## src/rtl/mult_pkg.sv

```systemverilog
// Shared definitions for the shift-add multiplier: default width, counter width
// helper and the controller strobe bundle.
package mult_pkg;

  localparam int MULT_WIDTH = 32;

  // The counter must be able to hold the value WIDTH itself, not just WIDTH-1.
  function automatic int mult_cnt_w(input int width);
    return $clog2(width) + 1;
  endfunction

  typedef struct packed {
    logic lm;
    logic lp;
    logic sm;
    logic count;
  } mult_strobe_t;

endpackage

```

## src/rtl/mult_datapath_if.sv

```systemverilog
// Operand, strobe and result bundle between mult_control (master) and
// mult_datapath (slave).
interface mult_datapath_if
  import mult_pkg::*;
#(
  parameter int WIDTH = MULT_WIDTH
);

  logic [WIDTH-1:0]   multiplicand_in;
  logic [WIDTH-1:0]   multiplier_in;
  logic               lm;
  logic               lp;
  logic               sm;
  logic               count;
  logic               done;
  logic               product_lsb;
  logic [2*WIDTH-1:0] product;

  // Strobes are level-qualified per clock: each is acted on at every rising
  // edge where it is high; there is no handshake back other than done.
  modport master (
    output multiplicand_in, multiplier_in, lm, lp, sm, count,
    input  done, product_lsb, product
  );

  modport slave (
    input  multiplicand_in, multiplier_in, lm, lp, sm, count,
    output done, product_lsb, product
  );

endinterface

```

## src/rtl/mult_iter_counter.sv

```systemverilog
// Saturating iteration counter: cleared by clr, stepped by inc, and flags
// done once it reaches WIDTH.
module mult_iter_counter
  import mult_pkg::*;
#(
  parameter int WIDTH = MULT_WIDTH
) (
  input  logic clk,
  input  logic reset,
  input  logic clr,
  input  logic inc,
  output logic done
);

  localparam int CNT_W = mult_cnt_w(WIDTH);
  localparam logic [CNT_W-1:0] CNT_MAX = CNT_W'(WIDTH);

  logic [CNT_W-1:0] cnt_q;
  logic [CNT_W-1:0] cnt_d;

  always_comb begin
    cnt_d = cnt_q;
    if (clr) begin
      cnt_d = '0;
    end else if (inc && (cnt_q < CNT_MAX)) begin
      cnt_d = cnt_q + 1'b1;
    end
  end

  always_ff @(posedge clk) begin
    if (reset) begin
      cnt_q <= '0;
    end else begin
      cnt_q <= cnt_d;
    end
  end

  assign done = (cnt_q == CNT_MAX);

endmodule

```

## src/rtl/mult_datapath.sv

```systemverilog
// Shift-add multiplier datapath under mult_control. Optional macro
// MULT_SIGNED_EN selects two's-complement operands via sign/magnitude.
module mult_datapath
  import mult_pkg::*;
#(
  parameter int WIDTH = MULT_WIDTH
) (
  input logic            clk,
  input logic            reset,
  mult_datapath_if.slave dp
);

  localparam int PW = 2 * WIDTH;

  mult_strobe_t stb;

  logic [WIDTH-1:0] mcand_q;
  logic [WIDTH-1:0] mcand_d;
  logic [PW-1:0]    prod_q;
  logic [PW-1:0]    prod_d;
  logic             carry_q;
  logic             carry_d;

  logic [WIDTH:0]   add_sum;
  logic [WIDTH:0]   hi_mid;
  logic [WIDTH-1:0] load_a;
  logic [WIDTH-1:0] load_b;

  assign stb = '{lm: dp.lm, lp: dp.lp, sm: dp.sm, count: dp.count};

`ifdef MULT_SIGNED_EN
  logic sign_q;
  logic sign_d;

  // Magnitudes; the most negative value maps onto 2^(WIDTH-1) unsigned.
  assign load_a = dp.multiplicand_in[WIDTH-1] ? (~dp.multiplicand_in + 1'b1)
                                              : dp.multiplicand_in;
  assign load_b = dp.multiplier_in[WIDTH-1] ? (~dp.multiplier_in + 1'b1)
                                            : dp.multiplier_in;
`else
  assign load_a = dp.multiplicand_in;
  assign load_b = dp.multiplier_in;
`endif

  always_comb begin
    mcand_d = mcand_q;
    prod_d  = prod_q;
    carry_d = carry_q;
`ifdef MULT_SIGNED_EN
    sign_d  = sign_q;
`endif

    // Upper half after the optional add; feeds either the hold or the shift.
    add_sum = {1'b0, prod_q[PW-1:WIDTH]} + {1'b0, mcand_q};
    hi_mid  = {carry_q, prod_q[PW-1:WIDTH]};
    if (stb.lp && prod_q[0]) begin
      hi_mid = add_sum;
    end

    if (stb.lm) begin
      mcand_d = load_a;
      prod_d  = {{WIDTH{1'b0}}, load_b};
      carry_d = 1'b0;
`ifdef MULT_SIGNED_EN
      sign_d  = dp.multiplicand_in[WIDTH-1] ^ dp.multiplier_in[WIDTH-1];
`endif
    end else if (stb.sm) begin
      prod_d  = {hi_mid, prod_q[WIDTH-1:1]};
      carry_d = 1'b0;
    end else begin
      {carry_d, prod_d[PW-1:WIDTH]} = hi_mid;
    end
  end

  always_ff @(posedge clk) begin
    if (reset) begin
      mcand_q <= '0;
      prod_q  <= '0;
      carry_q <= 1'b0;
`ifdef MULT_SIGNED_EN
      sign_q  <= 1'b0;
`endif
    end else begin
      mcand_q <= mcand_d;
      prod_q  <= prod_d;
      carry_q <= carry_d;
`ifdef MULT_SIGNED_EN
      sign_q  <= sign_d;
`endif
    end
  end

  mult_iter_counter #(
    .WIDTH (WIDTH)
  ) u_iter_counter (
    .clk   (clk),
    .reset (reset),
    .clr   (stb.lm),
    .inc   (stb.count),
    .done  (dp.done)
  );

`ifdef MULT_SIGNED_EN
  assign dp.product = sign_q ? (~prod_q + 1'b1) : prod_q;
`else
  assign dp.product = prod_q;
`endif

  assign dp.product_lsb = prod_q[0];

endmodule

```

## src/flat_wrapper.sv

```systemverilog
// flat-port wrapper written by rule: the top's interface ports become plain ports
module mult_datapath_flat import mult_pkg::*;
#(
  parameter int WIDTH = MULT_WIDTH
)
  (clk, reset, dp_multiplicand_in, dp_multiplier_in, dp_lm, dp_lp, dp_sm, dp_count, dp_done, dp_product_lsb, dp_product);
  mult_datapath_if #(.WIDTH(WIDTH)) dp_i ();
  input logic clk;
  input logic reset;
  input wire logic [$bits(dp_i.multiplicand_in)-1:0] dp_multiplicand_in;
  input wire logic [$bits(dp_i.multiplier_in)-1:0] dp_multiplier_in;
  input wire logic [$bits(dp_i.lm)-1:0] dp_lm;
  input wire logic [$bits(dp_i.lp)-1:0] dp_lp;
  input wire logic [$bits(dp_i.sm)-1:0] dp_sm;
  input wire logic [$bits(dp_i.count)-1:0] dp_count;
  output wire logic [$bits(dp_i.done)-1:0] dp_done;
  output wire logic [$bits(dp_i.product_lsb)-1:0] dp_product_lsb;
  output wire logic [$bits(dp_i.product)-1:0] dp_product;
  assign dp_i.multiplicand_in = dp_multiplicand_in;
  assign dp_i.multiplier_in = dp_multiplier_in;
  assign dp_i.lm = dp_lm;
  assign dp_i.lp = dp_lp;
  assign dp_i.sm = dp_sm;
  assign dp_i.count = dp_count;
  assign dp_done = dp_i.done;
  assign dp_product_lsb = dp_i.product_lsb;
  assign dp_product = dp_i.product;
  mult_datapath #(.WIDTH(WIDTH)) u_core (.clk(clk), .reset(reset), .dp(dp_i));
endmodule
```

## config.mk

```make
export PLATFORM = sky130hd
export DESIGN_NAME = mult_datapath_flat
export DESIGN_NICKNAME = d
export VERILOG_FILES = /design/src/rtl/mult_pkg.sv /design/src/rtl/mult_datapath_if.sv /design/src/rtl/mult_iter_counter.sv /design/src/rtl/mult_datapath.sv /design/src/flat_wrapper.sv
export SDC_FILE = /design/constraint.sdc
export NUM_CORES = 1
export LEC_CHECK = 0
export CAP_MARGIN = 20
export CORE_UTILIZATION = 56
export DETAILED_ROUTE_END_ITERATION = 16
export HOLD_SLACK_MARGIN = 0.1
export PLACE_DENSITY = 0.86
export SLEW_MARGIN = 20
export SYNTH_ARGS = -nofsm -noshare
export SYNTH_HDL_FRONTEND = slang
export SYNTH_HIERARCHICAL = 1
export SYNTH_SLANG_ARGS = --single-unit
```

## constraint.sdc

```tcl
create_clock -name clk -period 7.45 [get_ports clk]
set_input_delay 0.745 -clock clk [delete_from_list [all_inputs] [get_ports clk]]
set_output_delay 0.745 -clock clk [all_outputs]
set_load 0.02 [all_outputs]
```

* After elaboration in Yosys (flattened, before gate mapping) *
Cells that the tools add are included.

cells by class
  add/subtract/negate cells = 2
  order comparisons = 1
  equal/unequal tests = 1
  multiplexer cells = 4
  reductions and logical operators = 5

operators with widths
  kind                 number
  $mux 32              3
  $add 32x32->33       1
  $mux 33              1
  $add 6x1->6 const B  1
  $eq 6x6->1 const B   1
  $lt 6x6->1 const B   1
  $reduce_or 3->1      1
  $logic_and 1x1->1    2
  $reduce_bool 2->1    1
  $reduce_or 2->1      1

word-level totals
  register bits after elaboration = 103
  word-level logic and storage cells = 18

* Depth between registers and ports, before layout *
Gate-level depths: netlist of the first run.

  word-level depth = 4
  depth in mapped cells = 10
  mapped depth without buffers = 10

* By module *
The synthesis of the first run kept the hierarchy.

modules (own cells, without submodules)
  module             times used  cells an instance  area each (um2)  seq. area each (um2)
  mult_datapath      1           735                6073.3           1941.9
  mult_iter_counter  1           33                 307.8            120.1

* Worst setup path before layout of the first run *
No wires, ideal clock.

  path type = reg2reg
  start = reg u_core.prod_q[32] (netlist: u_core/dp.product[32])
  end = reg u_core.prod_q[62] (netlist: u_core/dp.product[62])
  setup time = 0.130 ns
  arrival = 2.563 ns
  setup slack = 4.756 ns
  cell stages (with the launch flop) = 11
  clock period less this slack = 2.694 ns
  cells stage by stage = dfxtp_1 ha_1 fa_1 a21o_1 a41o_1 o211ai_4 a21o_4 a2111oi_4 or3_1 a31oi_1 o221ai_2

on the way
  longest elaborated chain between the ends = 3

ends and longest elaborated chain
  element                   line                 RTL
  start: declaration        mult_datapath.sv:19  logic [PW-1:0] prod_q;
  start signal: assignment  mult_datapath.sv:85  prod_q <= prod_d;
  $add 32x32->33            mult_datapath.sv:54  add_sum = {1'b0, prod_q[PW-1:WIDTH]} + {1'b0, mcand_q};
  $mux 33                   mult_datapath.sv:56  if (stb.lp && prod_q[0]) begin
  $mux 32                   mult_datapath.sv:67  end else if (stb.sm) begin

No other way between the ends.
A chain may end at the register's enable or synchronous reset.

* Worst setup path in the final report of the first run *
  start = in reset
  end = reg u_core.prod_q[56] (netlist: u_core/dp.product[56])

on the way
  longest elaborated chain between the ends = 1

ends and longest elaborated chain
  element                           line               RTL
  start: declaration                flat_wrapper.sv:9  input logic reset;
  $reduce_or 2->1 (no source line)  n/a

No other way between the ends.

==> results.txt, run 1 <==
----------------------------------------------------
[Global routing]
  Total congestion overflow after global routing ... 0
  Vias in the first global route ... between 5000 and 6000
  Pin count of the biggest net entering global routing ... 73
  Initial antenna violation count ... 0
  First-pass GRT wire length ... about 28 mm
  Total global routing track utilization ... slightly below 30%

[Clocking]
  Hold-fix buffers, CTS ... 0
  Clock insertion delay at the later pin of the skew report ... 0.35 ns
  Clock input transition at the sequential cells of the worst setup and hold paths ... 0.07 ns
  CTS Root Cell ... sky130_fd_sc_hd__clkbuf_16
  Setup Fix Bufs, Post-CTS ... 0
  Clock tree from TritonCTS ... built
  Level count of the clock H-tree ... 3
  Sinks on Clock Net ... about 100
  Count of cells resized by post-cts repair ... 0
  Number of buffers on the longest clock path ... 2
  TritonCTS Buffers ... 9

[STA]
  Min cycle time layout ... 3.06 ns
  Slew headroom ... between 30% and 40%
  Final hold vios ... 0
  Total negative setup slack ... 0 ns
  Unrepaired setup endpoints after global routing ... false
  Worst Slack Setup Final ... 4.39 ns
  Fin crit share ... 41.1%
  Least-Margin Pin Slew ... 1.01 ns
  Final hold slack ... 0.502 ns
  Number of max-slew violations in the final report ... 0
  Achievable frequency ... 0.326 GHz
  Clock Skew ... 0.00825 ns
  Count of endpoints failing setup in the final report ... 0

[Cells and area]
  Final Net Count ... 976
  Sequential cell area in the final layout ... 2060 um^2
  Area of the multi-input gates ... 4080 um^2
  Filler Cell Count ... around 850
  Fraction of layout instances using a drive strength above 1 ... 5.37%
  Layout area overhead ... 26.2%
  Diode insertion count for antenna repair ... 0

[Hold path]
  Number of cells on the worst hold path ... 2
  Worst min-delay path startpoint ... u_core/u_iter_counter/cnt_q[3]
  Hold WC Path Type ... flop to flop

[Critical path]
  Critical Path Start ... reset
  Critical path arrival ... roughly 3.3 ns
  Crit path buf inv count ... 2
  Kind of critical path ... primary input to flop
  CP peak stage delay ... 0.57 ns
  Most Frequent Cell on Critical Path ... sky130_fd_sc_hd__nor2_1
  Startpoint of the lowest-slack register-to-register path ... u_core/dp.product[40]
  Worst Path Required ... 7.68 ns
  Cell with the largest stage delay on the worst path ... sky130_fd_sc_hd__buf_4
  Cell depth of the worst setup path ... 10
  Sort of element at the end of the critical path ... flop
  CP max FO ... 71
  Kind of start point of the critical path ... primary input
  Cell-by-cell trace of the critical path ... buf_2, buf_4, nor2_1, and2_0, a21oi_1, nor2b_1, nor2_1, o21a_1, o31ai_1, a211oi_1
  Reg2Reg Depth ... 9
  Top Family by Delay on Critical Path ... simple AND/OR/NAND/NOR gates

[Synthesis]
  Share of the synthesized area in the top cell type ... 32.3%
  Mean instance size in the synthesized netlist ... 8.31 um^2
  Most used flip-flop cell after synthesis ... sky130_fd_sc_hd__dfxtp_1
  Top cell type by total area after synthesis ... sky130_fd_sc_hd__dfxtp_1
  Net Count, Synth ... 873
  Post-synth EDFFs ... 0
  Post-synthesis cell count ... 768
  Syn Std Cell Area ... approximately 6400 um^2
  Number of synthesized register bits ... 103
  Most numerous cell in the Yosys netlist ... sky130_fd_sc_hd__nor2_1
  Warnings from Yosys ... 6
  Share of synthesized registers carrying an async set or reset ... 0%
  Netlist cell types ... 74
  Ranking of synthesized cells by instance count ... 137 x sky130_fd_sc_hd__nor2_1, 103 x sky130_fd_sc_hd__dfxtp_1, 78 x sky130_fd_sc_hd__mux2i_1
  Fraction of the yosys area taken by sequential cells ... 32.3%
  Main area contributors after synthesis ... sky130_fd_sc_hd__dfxtp_1 32%, sky130_fd_sc_hd__mux2i_1 12%, sky130_fd_sc_hd__nor2_1 8.1%, sky130_fd_sc_hd__ha_1 6.7%, sky130_fd_sc_hd__a21oi_1 5.9%

[Placed design]
  Final weighted congestion in routability-driven placement ... 0.919
  Post-placement setup slack ... 4.12 ns
  Half-perimeter wire length of the detailed placement result ... 12.5 mm
  Count of buffers inserted at the top-level ports ... 135

[Floorplan]
  Area enclosed by the die boundary ... about 12000 um^2
  Initial Util ... 58.1%
  Number of standard-cell rows in the floorplan ... 38
  Core Region ... 11000 um^2
  Die H ... ~110 um
  Die X ... 109 um
  Number of placed I/O pins ... around 140

[Drt]
  Per-cell via count in the routed design ... 6.15
  Detailed Route WL ... 17.6 mm
  Violation count after the first detailed-route iteration ... 477
  1st-pass router iterations ... 5
  DR DRC count ... 0
  Total vias in the final route ... 6238
  Post-DRT Antenna Nets ... 0
  Routed length per placed instance ... 17.3 um

[Pwr]
  Power density over the cells ... 161 nW/um^2
  Sequential power share ... 45.5%
  Clock group share of total power ... 38.8%
  Cell internal pwr ... 962 uW
  Worst vdd ir ... 0.000185 V
  Switching share of total power ... between 20% and 30%
  Comb power frac ... 15.7%
  Leakage dissipation ... 3.28 nW
  Switching Power ... 332 uW

[Outcome]
  Outcome ... complete, no violations

[Run]
  Max-cap viol count ... 0

----------------------------------------------------
## layout by cell type (no fill, tap or decap), types with 16 or more instances in the layout
cell,count
sky130_fd_sc_hd__nand3_1,19
sky130_fd_sc_hd__o21ai_0,25
sky130_fd_sc_hd__dfxtp_1,103
sky130_fd_sc_hd__o22ai_1,16
sky130_fd_sc_hd__nor2_1,137
sky130_fd_sc_hd__a21oi_1,75
sky130_fd_sc_hd__nand2_1,32
sky130_fd_sc_hd__clkdlybuf4s50_1,132
sky130_fd_sc_hd__mux2i_1,78
sky130_fd_sc_hd__ha_1,34
## worst paths after layout
check | end | slack, ns
worst max-delay path | u_core/dp.product[56] | 4.39
worst min-delay path | u_core/u_iter_counter/cnt_q[3] | 0.50
worst max register to register | u_core/dp.product[57] | 4.53
worst min register to register | u_core/u_iter_counter/cnt_q[3] | 0.50
## worst register-to-register path, cell delays in order (launching register included)
cell                        delay, ns
sky130_fd_sc_hd__dfxtp_1         0.34
sky130_fd_sc_hd__ha_1            0.39
sky130_fd_sc_hd__a2111oi_0       0.38
sky130_fd_sc_hd__o21ai_1         0.17
sky130_fd_sc_hd__o2111ai_1       0.16
sky130_fd_sc_hd__nand3_1         0.18
sky130_fd_sc_hd__a41oi_1         0.56
sky130_fd_sc_hd__o2111ai_1       0.26
sky130_fd_sc_hd__xnor2_1         0.27
sky130_fd_sc_hd__o31ai_1         0.09
## flip-flops by register name, summed over array words and instances (netlist names)
register and cells:
u_core/mcand_q 32, u_core/u_iter_counter/cnt_q 6, u_core/dp.product 64, u_core/carry_q 1
## stage by stage
step | util (%) | power [mW] | cell area [um^2] | cells
after global routing | 73.3 | 1.34 | 8050 | 1015
after global placement | 70.5 | 0.794 | 7740 | 1000
after CTS | 73.3 | 1.30 | 8050 | 1015
after floorplan | - | 0.718 | 6380 | 768
final | 73.3 | 1.29 | 8050 | 1015
after detailed placement | 70.5 | 0.801 | 7740 | 1000
## routing by layer
metal	up-vias	routed length, um	track usage [%]
li1	2989	-	-
met1	2931	7560	37.0
met2	273	8360	47.9
met3	45	1180	7.23
met4	0	472	11.4
met5	-	0	0
## layout make-up
class | instances | area share [%]
Multi-Input combinational cell | 606 | 50.7
Sequential cell | 103 | 25.6
Timing Repair Buffer | 142 | 17.3
Clock buffer | 9 | 2.80
Tap cell | 140 | 2.17
Clock inverter | 6 | 1.07
Inverter | 9 | 0.419
## power by group through the flow
stage / Combinational (mW) / Clock [mW] / Sequential (mW)
6_report: 0.203 / 0.502 / 0.588
5_1_grt: 0.219 / 0.533 / 0.591
4_1_cts: 0.202 / 0.509 / 0.588
3_5_place_dp: 0.200 / 0 / 0.601
3_3_place_gp: 0.194 / 0 / 0.600
2_1_floorplan: 0.108 / 0 / 0.610
## cell families (layout without fill, tap and decap cells)
kind of cell    after synthesis  after routing  synth area share [%]
mux                          80             80                  12.6
xor+xnor                     20             20                  2.75
fa+ha+maj                    35             35                  6.98
compound gates              217            217                  23.2
flops                       103            103                  32.3
buf+inv                      59            166                  3.75
simple gates                254            254                  18.4
No activity file was read; power rests on OpenSTA's default activity.
==> inputs of run 2 (changes only) <==
--- a/config.mk
+++ b/config.mk
@@ -6,10 +6,10 @@
 export NUM_CORES = 1
 export LEC_CHECK = 0
 export CAP_MARGIN = 20
-export CORE_UTILIZATION = 56
+export CORE_UTILIZATION = 52
 export DETAILED_ROUTE_END_ITERATION = 16
 export HOLD_SLACK_MARGIN = 0.1
-export PLACE_DENSITY = 0.86
+export PLACE_DENSITY = 0.8
 export SLEW_MARGIN = 20
 export SYNTH_ARGS = -nofsm -noshare
 export SYNTH_HDL_FRONTEND = slang
==> constraint.sdc (replaced) <==
create_clock -name clk -period 3.15 [get_ports clk]
set_input_delay 0.315 -clock clk [delete_from_list [all_inputs] [get_ports clk]]
set_output_delay 0.315 -clock clk [all_outputs]
set_load 0.02 [all_outputs]
==> run 2 against run 1 <==
  * Sequential share of layout area decreased by 0.075 points
  * Global-route usage decreased by 1.5 points
  * Hold slack got worse by 0.027 ns
  * Via count decreased by 2.6%
  * Wire length decreased by 1.1%
  * Count of clock-buffer cells in the layout increased by 4
  * Die area increased by 7.5%
  * Critical path type is now flop to flop
  * Critical endpoint is now u_core/dp.product[62]
  * Worst setup slack got worse by 4.1 ns
  * Flip-flop and latch count unchanged
  * Final area increased by 0.30%
  * Register-to-register slack got worse by 4.2 ns
  * Sequential power increased by 140%
==> results.txt, run 2 (same netlist as run 1, synthesis figures left out) <==
----------------------------------------------------
[Outcome]
  Outcome ... complete, no violations

[Clocking]
  Setup Fix Bufs, Post-CTS ... 0
  Clock insertion delay at the later pin of the skew report ... 0.36 ns
  TritonCTS Buffers ... 9
  Number of buffers on the longest clock path ... 2
  CTS Root Cell ... sky130_fd_sc_hd__clkbuf_16
  Count of cells resized by post-cts repair ... 0
  Clock tree from TritonCTS ... built
  Level count of the clock H-tree ... 3
  Clock input transition at the sequential cells of the worst setup and hold paths ... ~0.07 ns
  Hold-fix buffers, CTS ... 0
  Sinks on Clock Net ... 103

[STA]
  Least-Margin Pin Slew ... 0.858 ns
  Total negative setup slack ... 0 ns
  Final hold vios ... 0
  Count of endpoints failing setup in the final report ... 0
  Final hold slack ... between 0.4 and 0.5 ns
  Min cycle time layout ... 2.82 ns
  Clock Skew ... between 0.005 and 0.006 ns
  Unrepaired setup endpoints after global routing ... false
  Fin crit share ... 89.4%
  Slew headroom ... between 40% and 50%
  Number of max-slew violations in the final report ... 0
  Achievable frequency ... 0.355 GHz

[Cells and area]
  Sequential cell area in the final layout ... between 2000 and 2500 um^2
  Layout area overhead ... 26.6%
  Design area ... 8080 um^2
  Final Net Count ... between 900 and 1000
  Largest register FFs ... 64
  Area of the multi-input gates ... 4080 um^2
  Fraction of layout instances using a drive strength above 1 ... 5.24%
  Filler Cell Count ... 966
  Diode insertion count for antenna repair ... 0
  Number of cells in the finished layout apart from fillers ... around 1000
  Highest-count cells in the layout ignoring fill and taps ... 137 x sky130_fd_sc_hd__nor2_1, 132 x sky130_fd_sc_hd__clkdlybuf4s50_1, 103 x sky130_fd_sc_hd__dfxtp_1, 78 x sky130_fd_sc_hd__mux2i_1, 75 x sky130_fd_sc_hd__a21oi_1
  Most frequent standard cell in the layout excluding fill and tap cells ... sky130_fd_sc_hd__nor2_1

[Drt]
  Detailed Route WL ... around 17 mm
  Per-cell via count in the routed design ... around 6
  DR DRC count ... 0
  Post-DRT Antenna Nets ... 0
  1st-pass router iterations ... 5
  Total vias in the final route ... around 6100
  Routed length per placed instance ... 17.0 um
  Violation count after the first detailed-route iteration ... 396

[Critical path]
  Sort of element at the end of the critical path ... flop
  Critical path arrival ... ~3.0 ns
  CP max FO ... 5
  Kind of start point of the critical path ... flop
  Worst Path Required ... 3.37 ns
  Kind of critical path ... flop to flop

[Floorplan]
  Area enclosed by the die boundary ... 12700 um^2
  Die X ... between 100 and 150 um
  Number of placed I/O pins ... 136
  Core Region ... 12000 um^2
  Die H ... 113 um
  Initial Util ... 53.3%
  Number of standard-cell rows in the floorplan ... 40

[Global routing]
  Total global routing track utilization ... 27.8%
  Total congestion overflow after global routing ... 0
  Initial antenna violation count ... 0
  First-pass GRT wire length ... 28.5 mm
  Vias in the first global route ... roughly 5900
  Pin count of the biggest net entering global routing ... 101

[Placed design]
  Number of cells after detailed placement ... ~1000
  Count of buffers inserted at the top-level ports ... 135
  Final weighted congestion in routability-driven placement ... 0.921
  Cell Area, Placed ... 7770 um^2
  Half-perimeter wire length of the detailed placement result ... 12.4 mm

[Hold path]
  Hold WC Path Type ... primary input to flop

[Run]
  Max-cap viol count ... 0

[Pwr]
  Power density over the cells ... around 380 nW/um^2
  Worst vdd ir ... 0.000447 V
  Leakage dissipation ... around 3.3 nW

----------------------------------------------------
-- run 2: cell count changes in the layout (fill, tap and decap cells not counted) --
cell	before	now
sky130_fd_sc_hd__clkinv_2	2	0
sky130_fd_sc_hd__clkbuf_1	0	4
sky130_fd_sc_hd__buf_6	0	1
sky130_fd_sc_hd__buf_4	8	9
sky130_fd_sc_hd__clkinv_4	1	0
-- run 2: worst paths after layout --
path,start,to,slack [ns],depth (start not counted)
worst max-delay path,u_core/dp.product[32],u_core/dp.product[62],0.33,10
worst min-delay path,dp_lm,u_core/carry_q,0.48,5
worst max register to register,u_core/dp.product[32],u_core/dp.product[62],0.33,10
worst min register to register,u_core/u_iter_counter/cnt_q[3],u_core/u_iter_counter/cnt_q[3],0.49,2
-- run 2: critical path, stage by stage, from the launching register on --
cell and delay [ns]:
sky130_fd_sc_hd__dfxtp_1 0.33, sky130_fd_sc_hd__ha_1 0.22, sky130_fd_sc_hd__fa_1 0.40, sky130_fd_sc_hd__a21o_1 0.18, sky130_fd_sc_hd__a41o_1 0.29, sky130_fd_sc_hd__o211ai_4 0.27
sky130_fd_sc_hd__a21o_4 0.19, sky130_fd_sc_hd__a2111oi_4 0.07, sky130_fd_sc_hd__or3_1 0.39, sky130_fd_sc_hd__a31oi_1 0.22, sky130_fd_sc_hd__o221ai_2 0.12
-- run 2: area by class of cell --
| cell class | count | area share [%] |
|---|---|---|
| Inverter | 9 | 0.418 |
| Tap cell | 147 | 2.28 |
| Multi-Input combinational cell | 606 | 50.5 |
| Clock inverter | 3 | 0.836 |
| Sequential cell | 103 | 25.5 |
| Clock buffer | 13 | 2.97 |
| Timing Repair Buffer | 144 | 17.5 |
-- run 2: through the flow --
step / util [%] / setup slack, ns / total power, mW
finish: 67.5 / 0.335 / 3.05
detailed placement: 64.9 / 0.355 / 1.90
floorplan: - / 0.456 / 1.70
CTS: 67.5 / 0.345 / 3.07
global placement: 64.9 / 0.420 / 1.88
global route: 67.5 / 0.151 / 3.18
-- run 2: report_power, final --
part	total, mW	switching [mW]	leakage [nW]	internal [mW]
combinational	0.482	0.248	2.30	0.233
sequential	1.39	0.0384	0.843	1.35
clock	1.17	0.477	0.144	0.698
total	3.05	0.763	3.28	2.28
-- run 2: per-layer routing --
layer	routed length [um]	GRT usage [%]	share of wire, %	up-vias
li1	-	-	-	3008
met2	8410	46.9	48	170
met4	393	9.51	2.3	0
met3	878	6.16	5.1	33
met1	7700	35.1	44	2867
met5	0	0	0	-
